==> src/rtl/oled_frame_sequencer.sv <==
// -----------------------------------------------------------------------------
// oled_frame_sequencer
//
// Drives the SPI byte sender for an SSD1331 96x64 OLED. After reset it runs
// the panel reset pulse (optional) and the 8-byte init command list. On each
// frame request it sends the 6-byte address-window command list, then streams
// PIX_BYTES pixel bytes popped from the frame source.
//
// Optional feature macro: OLED_FRAME_SEQ_RST_SEQ_EN
//   defined   : o_oled_rst_n is held low for RST_CYCLES cycles, then high for
//               RST_CYCLES cycles before the init list starts.
//   undefined : o_oled_rst_n stays 1; the reset states last one cycle each.
//
// Ports:
//   i_clk            system clock
//   i_rst            asynchronous, active-high reset
//   i_start          frame request (level-sampled)
//   i_pix_data       next pixel byte from the frame source
//   o_pix_req        one-cycle pop; i_pix_data is consumed on the ending edge
//   o_spi_data       byte presented to the sender
//   o_spi_data_ready sender enable, high for exactly one byte
//   i_spi_done       sender done (asynchronous, synchronized internally)
//   o_dc             panel D/C: 0 = command, 1 = pixel data
//   o_oled_rst_n     panel reset, active-low
//   o_busy           high until ready for a frame, and during a frame
//   o_frame_done     one-cycle pulse after the last pixel byte's gap
// -----------------------------------------------------------------------------
module oled_frame_sequencer #(
    parameter int PIX_BYTES  = 12288,
    parameter int GAP_CYCLES = 4,
    parameter int RST_CYCLES = 1200000
) (
    input  logic       i_clk,
    input  logic       i_rst,
    input  logic       i_start,
    input  logic [7:0] i_pix_data,
    output logic       o_pix_req,
    output logic [7:0] o_spi_data,
    output logic       o_spi_data_ready,
    input  logic       i_spi_done,
    output logic       o_dc,
    output logic       o_oled_rst_n,
    output logic       o_busy,
    output logic       o_frame_done
);

    // The shared index must also cover the 8-entry init list.
    localparam int PIX_W = (PIX_BYTES > 1) ? $clog2(PIX_BYTES) : 1;
    localparam int IDX_W = (PIX_W > 3) ? PIX_W : 3;
    localparam int RST_W = $clog2(RST_CYCLES + 1);
    localparam int GAP_W = $clog2(GAP_CYCLES + 1);
    localparam int CNT_W = (RST_W > GAP_W) ? RST_W : GAP_W;

    typedef enum logic [2:0] {
        ST_RST_HOLD = 3'd0,
        ST_RST_WAIT = 3'd1,
        ST_IDLE     = 3'd2,
        ST_LOAD     = 3'd3,
        ST_SEND     = 3'd4,
        ST_GAP      = 3'd5
    } state_t;

    typedef enum logic [1:0] {
        PH_INIT = 2'd0,
        PH_WIN  = 2'd1,
        PH_PIX  = 2'd2
    } phase_t;

    state_t             state_r;
    phase_t             phase_r;
    logic [IDX_W-1:0]   idx_r;
    logic [CNT_W-1:0]   cnt_r;
    logic               pend_r;
    logic               seen_low_r;
    logic               done_meta_r;
    logic               done_s;

    logic [7:0]         byte_s;
    logic               dc_s;
    logic [IDX_W-1:0]   last_idx_s;
    logic               pend_arm_s;
    logic               gap_end_s;
    logic               idx_last_s;

    // Panel power-up command list.
    function automatic logic [7:0] init_rom(input logic [2:0] idx);
        case (idx)
            3'd0:    init_rom = 8'hAE;
            3'd1:    init_rom = 8'hA0;
            3'd2:    init_rom = 8'h72;
            3'd3:    init_rom = 8'hA1;
            3'd4:    init_rom = 8'h00;
            3'd5:    init_rom = 8'hA2;
            3'd6:    init_rom = 8'h00;
            3'd7:    init_rom = 8'hAF;
            default: init_rom = 8'h00;
        endcase
    endfunction

    // Full-screen column/row address window.
    function automatic logic [7:0] win_rom(input logic [2:0] idx);
        case (idx)
            3'd0:    win_rom = 8'h15;
            3'd1:    win_rom = 8'h00;
            3'd2:    win_rom = 8'h5F;
            3'd3:    win_rom = 8'h75;
            3'd4:    win_rom = 8'h00;
            3'd5:    win_rom = 8'h3F;
            default: win_rom = 8'h00;
        endcase
    endfunction

    // Two-flop synchronizer for the sender's done flag.
    always_ff @(posedge i_clk or posedge i_rst) begin
        if (i_rst) begin
            done_meta_r <= 1'b0;
            done_s      <= 1'b0;
        end else begin
            done_meta_r <= i_spi_done;
            done_s      <= done_meta_r;
        end
    end

    // Byte source, D/C value and last index for the current phase.
    always_comb begin
        byte_s     = 8'h00;
        dc_s       = 1'b0;
        last_idx_s = '0;
        case (phase_r)
            PH_INIT: begin
                byte_s     = init_rom(idx_r[2:0]);
                last_idx_s = IDX_W'(7);
            end
            PH_WIN: begin
                byte_s     = win_rom(idx_r[2:0]);
                last_idx_s = IDX_W'(5);
            end
            PH_PIX: begin
                byte_s     = i_pix_data;
                dc_s       = 1'b1;
                last_idx_s = IDX_W'(PIX_BYTES - 1);
            end
            default: begin
                byte_s     = 8'h00;
                dc_s       = 1'b0;
                last_idx_s = '0;
            end
        endcase
    end

    // A request during reset or init is remembered; one during a frame is not.
    always_comb begin
        pend_arm_s = 1'b0;
        if (state_r == ST_RST_HOLD || state_r == ST_RST_WAIT) begin
            pend_arm_s = i_start;
        end else if (phase_r == PH_INIT && state_r != ST_IDLE) begin
            pend_arm_s = i_start;
        end else begin
            pend_arm_s = 1'b0;
        end
        gap_end_s  = (cnt_r == CNT_W'(GAP_CYCLES - 1));
        idx_last_s = (idx_r == last_idx_s);
    end

    // Sequencer FSM with all outputs registered.
    always_ff @(posedge i_clk or posedge i_rst) begin
        if (i_rst) begin
            state_r          <= ST_RST_HOLD;
            phase_r          <= PH_INIT;
            idx_r            <= '0;
            cnt_r            <= '0;
            pend_r           <= 1'b0;
            seen_low_r       <= 1'b0;
            o_spi_data       <= 8'h00;
            o_spi_data_ready <= 1'b0;
            o_dc             <= 1'b0;
            o_pix_req        <= 1'b0;
            o_frame_done     <= 1'b0;
            o_busy           <= 1'b1;
`ifdef OLED_FRAME_SEQ_RST_SEQ_EN
            o_oled_rst_n     <= 1'b0;
`else
            o_oled_rst_n     <= 1'b1;
`endif
        end else begin
            o_pix_req    <= 1'b0;
            o_frame_done <= 1'b0;
            if (pend_arm_s) begin
                pend_r <= 1'b1;
            end
            case (state_r)
                ST_RST_HOLD: begin
`ifdef OLED_FRAME_SEQ_RST_SEQ_EN
                    if (cnt_r == CNT_W'(RST_CYCLES - 1)) begin
                        cnt_r        <= '0;
                        o_oled_rst_n <= 1'b1;
                        state_r      <= ST_RST_WAIT;
                    end else begin
                        cnt_r <= cnt_r + CNT_W'(1);
                    end
`else
                    state_r <= ST_RST_WAIT;
`endif
                end
                ST_RST_WAIT: begin
`ifdef OLED_FRAME_SEQ_RST_SEQ_EN
                    if (cnt_r == CNT_W'(RST_CYCLES - 1)) begin
                        cnt_r   <= '0;
                        phase_r <= PH_INIT;
                        idx_r   <= '0;
                        state_r <= ST_LOAD;
                    end else begin
                        cnt_r <= cnt_r + CNT_W'(1);
                    end
`else
                    phase_r <= PH_INIT;
                    idx_r   <= '0;
                    state_r <= ST_LOAD;
`endif
                end
                ST_IDLE: begin
                    if (i_start || pend_r) begin
                        phase_r <= PH_WIN;
                        idx_r   <= '0;
                        pend_r  <= 1'b0;
                        o_busy  <= 1'b1;
                        state_r <= ST_LOAD;
                    end else begin
                        // Falls here one cycle after entry, so o_frame_done
                        // always leads the busy drop by one cycle.
                        o_busy <= 1'b0;
                    end
                end
                ST_LOAD: begin
                    o_spi_data <= byte_s;
                    o_dc       <= dc_s;
                    seen_low_r <= 1'b0;
                    state_r    <= ST_SEND;
                end
                ST_SEND: begin
                    // Ready rises one cycle after data/dc settle. A done flag
                    // left high from the previous byte is ignored until it
                    // has been seen low.
                    if (!done_s) begin
                        seen_low_r <= 1'b1;
                    end
                    if (seen_low_r && done_s) begin
                        o_spi_data_ready <= 1'b0;
                        cnt_r            <= '0;
                        state_r          <= ST_GAP;
                    end else begin
                        o_spi_data_ready <= 1'b1;
                    end
                end
                ST_GAP: begin
                    if (!gap_end_s) begin
                        cnt_r <= cnt_r + CNT_W'(1);
                    end else if (!idx_last_s) begin
                        idx_r     <= idx_r + IDX_W'(1);
                        o_pix_req <= (phase_r == PH_PIX);
                        state_r   <= ST_LOAD;
                    end else begin
                        case (phase_r)
                            PH_INIT: begin
                                state_r <= ST_IDLE;
                            end
                            PH_WIN: begin
                                phase_r   <= PH_PIX;
                                idx_r     <= '0;
                                o_pix_req <= 1'b1;
                                state_r   <= ST_LOAD;
                            end
                            PH_PIX: begin
                                o_frame_done <= 1'b1;
                                state_r      <= ST_IDLE;
                            end
                            default: begin
                                state_r <= ST_IDLE;
                            end
                        endcase
                    end
                end
                default: begin
                    state_r <= ST_RST_HOLD;
                end
            endcase
        end
    end

endmodule

==> config.mk <==
export PLATFORM = sky130hd
export DESIGN_NAME = oled_frame_sequencer
export DESIGN_NICKNAME = d
export VERILOG_FILES = /design/src/rtl/oled_frame_sequencer.sv
export SDC_FILE = /design/constraint.sdc
export NUM_CORES = 1
export LEC_CHECK = 0
export ABC_CLOCK_PERIOD_IN_PS = 2500
export CORE_ASPECT_RATIO = 0.6
export CORE_UTILIZATION = 57
export DETAILED_ROUTE_END_ITERATION = 8
export GPL_ROUTABILITY_DRIVEN = 0
export HOLD_SLACK_MARGIN = 0.08
export PLACE_DENSITY_LB_ADDON = 0.08
export RECOVER_POWER = 100
export SYNTH_ARGS = -nofsm -noshare
export SYNTH_HDL_FRONTEND = slang
export SYNTH_SLANG_ARGS = --single-unit
==> constraint.sdc <==
create_clock -name i_clk -period 2.5 [get_ports i_clk]
set_input_delay 0.25 -clock i_clk [delete_from_list [all_inputs] [get_ports i_clk]]
set_output_delay 0.25 -clock i_clk [all_outputs]
set_load 0.01 [all_outputs]
==> results of run 1 <==
## placed cells by master (no fill, tap or decap), types with 2 or more instances in the layout
master / instances
or4_1: 3
and3_1: 5
a21oi_1: 25
nor4_1: 4
clkbuf_8: 9
or3_1: 11
nor3_1: 9
nor2b_1: 3
clkdlybuf4s50_1: 9
xor2_1: 11
nand4_1: 10
and4_1: 4
buf_4: 7
nor4_2: 2
nor2_1: 39
clkinv_2: 4
nand3b_1: 2
and2_1: 3
dlygate4sd3_1: 15
nand3_1: 19
dfrtp_1: 56
o32a_1: 3
a21o_1: 4
inv_1: 9
clkbuf_1: 5
a31oi_1: 2
o211ai_1: 2
clkinvlp_4: 2
nand2_1: 46
ha_1: 8
nand2b_1: 9
o31ai_1: 5
o21ai_0: 24
mux2i_1: 3
xnor2_1: 4
## what timing repair did
action | CTS | global route
gates resized for setup | 0 | 2
hold endpoints to repair | 0 | 0
setup endpoints to repair | 0 | 1
## sequential cells by signal (all words and copies together), names as in the netlist, 2 cells and up
signal / cells
o_spi_data: 8
idx_r: 14
state_r: 3
phase_r: 2
cnt_r: 21
## logic make-up after synthesis
logic type,count (synthesis)
flip-flops,57
XOR/XNOR,15
AND/OR/NAND/NOR,175
multiplexers,3
buffers and inverters,26
AO/OA/AOI/OAI,78
adder cells (fa/ha/maj),8
other,1
## power by group through the flow
stage / sequential (µW) / combinational, µW / clock (µW)
after global routing: 1310 / 1600 / 776
final: 1280 / 1440 / 726
after global placement: 1280 / 1440 / 0
after floorplan: 1260 / 1110 / 0
after CTS: 1280 / 1480 / 738
after detailed placement: 1290 / 1470 / 0
## through the flow
step	utilization, %	cells	hold slack [ps]
after CTS	70.7	463	150
after global placement	67.6	447	336
after global routing	70.5	463	394
after detailed placement	67.6	447	363
final	70.5	463	348
after floorplan	-	363	281
## critical path: stages (launching register included)
cell and delay [ps]:
dfrtp_1 410, nor4_1 460, and3_1 310, o2bb2ai_2 90
a41o_4 330, or4_1 480, a21oi_1 170
## cell type report
class                      instances  area, µm²
sequential                        57       1430
fill                             425       1550
clock buffer                      10        128
multi-input combinational        280       1690
tap                               66       82.6
inverter                           9       33.8
clock inverter                     6       35.0
timing repair buffer              35        308
## worst min-delay path by stage
stage          slack [ps]                         to  depth (start not counted)
2_1_floorplan         280      done_meta_r$_DFF_PP0_                          0
3_3_place_gp          340           done_s$_DFF_PP0_                          0
3_5_place_dp          360           done_s$_DFF_PP0_                          0
4_1_cts               150           o_dc$_DFFE_PP0P_                          2
5_1_grt               390  o_spi_data[2]$_DFFE_PP0P_                          2
6_report              350  o_spi_data[5]$_DFFE_PP0P_                          2
## Yosys cell counts, types with 8 or more instances
cell type,instances,area (µm²)
nor3_1,9,45.0
clkbuf_1,10,37.5
nand3_1,19,95.1
nand4_1,10,62.6
nand2b_1,9,56.3
xor2_1,11,96.3
nand2_1,46,173
nor2_1,39,146
inv_1,9,33.8
a21oi_1,25,125
o21ai_0,22,110
ha_1,8,100
or3_1,11,68.8
dfrtp_1,56,1400
## per-layer routing
| metal | up-vias | part of all wire [%] | track usage [%] |
|---|---|---|---|
| met4 | 0 | 0.74 | 5.25 |
| li1 | 1362 | - | - |
| met1 | 1334 | 53 | 43.1 |
| met3 | 8 | 6.8 | 7.95 |
| met5 | - | 0 | 0 |
| met2 | 86 | 39 | 36.2 |
==> metrics.txt, run 1 <==
launch point of the worst path=cnt_r[17]$_DFFE_PP0P_; Final period util=93.2%; CTS Buffer Depth=2; ys async rst share=100%; Mapped Nets=between 300 and 400; Worst EP required=2750 ps; Placement Setup Slack=124 ps; Post-Synth Adder-Cell Area=under 10%; largest net degree at the start of global routing=27; CTS Hold Buffers Added=0; sequential share of power=37.1%; Crit Reg-Reg Startpoint=cnt_r[17]$_DFFE_PP0P_; IO Port Bufs=24; Crit. End Element=flip-flop; starting density of the core=61.8%; power per cell area=931 nW/µm²; layout cells sized above 1=8.56%; outcome=finished, final reports clean; compound-gate portion of the synthesized area=16.0%; Area after DPL=3550 µm²; die area=approximately 6000 µm²; nets=around 410; first-pass GRT wire length=12300 µm; Worst Tran Pin Value=1300 ps; xor and xnor area share after synthesis=just over 4%; post-synthesis sequential area ratio=44.0%; Hold Fails Final Rpt=0; Reg2Reg Capture Point=idx_r[12]$_DFFE_PP0P_; largest fanout on the critical path=26; cell area after synthesis=3250 µm²; Root Buffer Master=clkbuf_8; Total Routed Length=7460 µm; clock slew at reported path FFs=approximately 70 ps; Slew Viols, Final=0; drc violations=0; DP Wirelength=about 5300 µm; Row Count=20; GRT overflow=0; Die Wd=just under 100 µm; Setup WS post-layout=171 ps; worst-case reg-to-reg path depth=6; simple logic cell fraction of the synthesized area=27.7%; Pwr Total=3450 µW; Net Sw Frac=41.1%; Syn Area/Cell=8.94 µm²; number of synthesis warnings=1; core area=~5300 µm²; post-synthesis mux area share=less than 1%; Setup-failing EPs final=0; Pint=2030 µW; Logic pwr share=between 40% and 50%; largest family of logic cells by synthesized area=simple AND/OR/NAND/NOR gates; CTS tree=built; leakage=~0.0016 µW; EDFF count, synth=0; vias post-DR=between 2000 and 3000; # IOs=26; slew margin rel.=13.0%; global-route total usage across every layer=27.2%; Clock power frac=approximately a fifth; DRT Pass-1 Iters=4; cell area after layout=3700 µm²; antenna violations before repair=0; Clock Latency Late Sink=330 ps; H-tree lvl count=3; routed vias/inst=6.03; Setup crit start kind=flip-flop; maximum VDD drop=520 µV; CTS Buf Count=9; Max-cap violations=0; setup slack, reg-to-reg=~170 ps; Setup TNS=0 ps; Diodes inserted=0; Critical Path Sink=idx_r[12]$_DFFE_PP0P_; Max Freq=429 MHz; HP Class=input pin to async pin; kind of critical path=flip-flop to flip-flop; setup repair after global routing missed its margin=false; post-synthesis cell type count=54; clock sink count=57; # Post-CTS Setup Buffers=0; Die H=60.5 µm; WL/cell=~16 µm; Final min period=2330 ps; starting DRC count in detailed routing=between 200 and 250; Mapped Cells=363; Synth Flop Type=dfrtp_1; switching power=between 1000 and 1500 µW; ANT nets after route=0; area grow syn2layout=14.1%; Yosys reg bits=57; clk_skew=7.72 ps; crit path DAT=~2600 ps; number of global-route vias before repair=2424
No activity file was read; power rests on OpenSTA's default activity.
==> inputs of run 2 (changes only) <==
--- a/config.mk
+++ b/config.mk
@@ -7,9 +7,11 @@
 export LEC_CHECK = 0
 export ABC_CLOCK_PERIOD_IN_PS = 2500
 export CORE_ASPECT_RATIO = 0.6
+export CORE_MARGIN = 3
 export CORE_UTILIZATION = 57
 export DETAILED_ROUTE_END_ITERATION = 8
 export GPL_ROUTABILITY_DRIVEN = 0
+export GPL_TIMING_DRIVEN = 1
 export HOLD_SLACK_MARGIN = 0.08
 export PLACE_DENSITY_LB_ADDON = 0.08
 export RECOVER_POWER = 100
==> metrics.txt, run 2 (synthesis results as in run 1) <==
Largest register FFs=21; HP Class=flip-flop to flip-flop; Pwr Total=3710 µW; Net Sw Frac=37.7%; WHS Path Cells=0; largest fanout on the critical path=26; cell area after layout=between 3000 and 4000 µm²; Logic pwr share=roughly two fifths; nets=around 410; starting density of the core=61.5%; vias post-DR=around 2800; ANT nets after route=0; Total Routed Length=7340 µm; CTS Buf Count=9; Crit. End Element=flip-flop; area grow syn2layout=16.2%; antenna violations before repair=0; sequential share of power=34.4%; Row Count=20; Die H=64.5 µm; Pint=2310 µW; die area=6670 µm²; clock slew at reported path FFs=~60 ps; Setup crit start kind=flip-flop; Hold Fails Final Rpt=0; IO Port Bufs=24; Max-cap violations=0; Setup TNS=0 ps; crit path DAT=2560 ps; H-tree lvl count=3; CTS tree=built; # Post-CTS Setup Buffers=0; DP Wirelength=5100 µm; kind of critical path=flip-flop to flip-flop; Worst EP required=2710 ps; starting DRC count in detailed routing=270; core area=5280 µm²; clock sink count=57; clk_skew=between 4 and 5 ps; GRT overflow=0; Die Wd=about 100 µm; Clock Latency Late Sink=approximately 330 ps; fin cells=473; layout cells sized above 1=8.59%; Setup-failing EPs final=0; Diodes inserted=0; maximum VDD drop=489 µV; Root Buffer Master=clkbuf_8; WL/cell=~16 µm; Largest regs=cnt_r: 21 flops, idx_r: 14 flops, o_spi_data: 8 flops; Max Freq=425 MHz; setup repair after global routing missed its margin=false; CTS Buffer Depth=2; largest net degree at the start of global routing=between 50 and 60; # IOs=26; most frequent cells in the layout=dfrtp_1 (56), nand2_1 (46), nor2_1 (39); DRT Pass-1 Iters=8; Final min period=between 2000 and 2500 ps; switching power=1400 µW; largest reg by FF count=cnt_r; first-pass GRT wire length=roughly 12000 µm; drc violations=0; routed vias/inst=5.92; global-route total usage across every layer=24.0%; worst-case reg-to-reg path depth=6; Slew Viols, Final=0; number of global-route vias before repair=2511; commonest non-fill, non-tap cell in the layout=dfrtp_1; power per cell area=984 nW/µm²; Worst Tran Pin Value=1370 ps; Final period util=roughly 94%; outcome=finished, final reports clean; Clock power frac=26.9%; slew margin rel.=8.44%; placed cells=457; Area after DPL=3570 µm²; leakage=about 0.0016 µW
-- run 2: cell count changes in the layout (fill, tap and decap cells not counted), sizes merged --
cell / before / now
bufinv: 0 / 2
clkbuf: 14 / 17
clkinv: 4 / 1
clkinvlp: 2 / 0
inv: 9 / 8
-- run 2: per-stage QoR --
| stage | utilization [%] | hold WS [ps] | worst slack [ps] |
|---|---|---|---|
| 3_3_place_gp | 67.7 | 332 | 175 |
| 6_report | 71.4 | 367 | 149 |
| 5_1_grt | 71.4 | 378 | 14.7 |
| 2_1_floorplan | - | 281 | 464 |
| 3_5_place_dp | 67.7 | 355 | 160 |
| 4_1_cts | 72.1 | 302 | 148 |
-- run 2: path summary, 6_finish.rpt --
kind / from / end / slack (ps)
max: idx_r[8]$_DFFE_PP0P_ / idx_r[13]$_DFFE_PP0P_ / 150
min: done_meta_r$_DFF_PP0_ / done_s$_DFF_PP0_ / 370
max reg2reg: idx_r[8]$_DFFE_PP0P_ / idx_r[13]$_DFFE_PP0P_ / 150
min reg2reg: done_meta_r$_DFF_PP0_ / done_s$_DFF_PP0_ / 370
max in group asynchronous: i_rst / cnt_r[2]$_DFFE_PP0P_ / 850
min in group asynchronous: i_rst / cnt_r[6]$_DFFE_PP0P_ / 820
-- run 2: per-layer routing --
layer / track usage [%] / share of wire (%)
met5: 0 / 0
met4: 7.75 / 1.2
met3: 6.13 / 9.1
met2: 29.7 / 38
met1: 39.7 / 52
-- run 2: critical path, cell delays in order (launching register included) --
cell and delay (ps):
dfrtp_1 430, nor4_1 390, nand3_1 140, a221oi_2 540
a41o_4 480, nor3_1 120, mux2i_1 130
-- run 2: repair_timing --
action | CTS | global route
gates resized for setup | 0 | 1
endpoints found under the setup margin | 0 | 2
hold buffers | 0 | 0
-- run 2: power groups by stage --
| stage | Clock, µW | Sequential (µW) | Combinational [µW] |
|---|---|---|---|
| 5_1_grt | 1050 | 1310 | 1600 |
| 3_3_place_gp | 0 | 1280 | 1430 |
| 2_1_floorplan | 0 | 1260 | 1110 |
| 6_report | 1000 | 1280 | 1430 |
| 4_1_cts | 1010 | 1280 | 1470 |
| 3_5_place_dp | 0 | 1290 | 1460 |
-- run 2: area by class of cell --
class	instances	area [µm²]
flip-flops and latches	57	1430
repair buffers	34	305
multi-input cells	280	1680
clock inverters	2	60.1
well taps	77	96.3
fillers	417	1510
clock buffers	14	173
inverters	9	33.8
==> inputs of run 3 (changes only) <==
--- a/config.mk
+++ b/config.mk
@@ -15,6 +15,7 @@
 export HOLD_SLACK_MARGIN = 0.08
 export PLACE_DENSITY_LB_ADDON = 0.08
 export RECOVER_POWER = 100
+export SKIP_CTS_REPAIR_TIMING = 1
 export SYNTH_ARGS = -nofsm -noshare
 export SYNTH_HDL_FRONTEND = slang
 export SYNTH_SLANG_ARGS = --single-unit
==> results of run 3 <==
The final DEF is identical to that of run 2; final timing and power are the same.
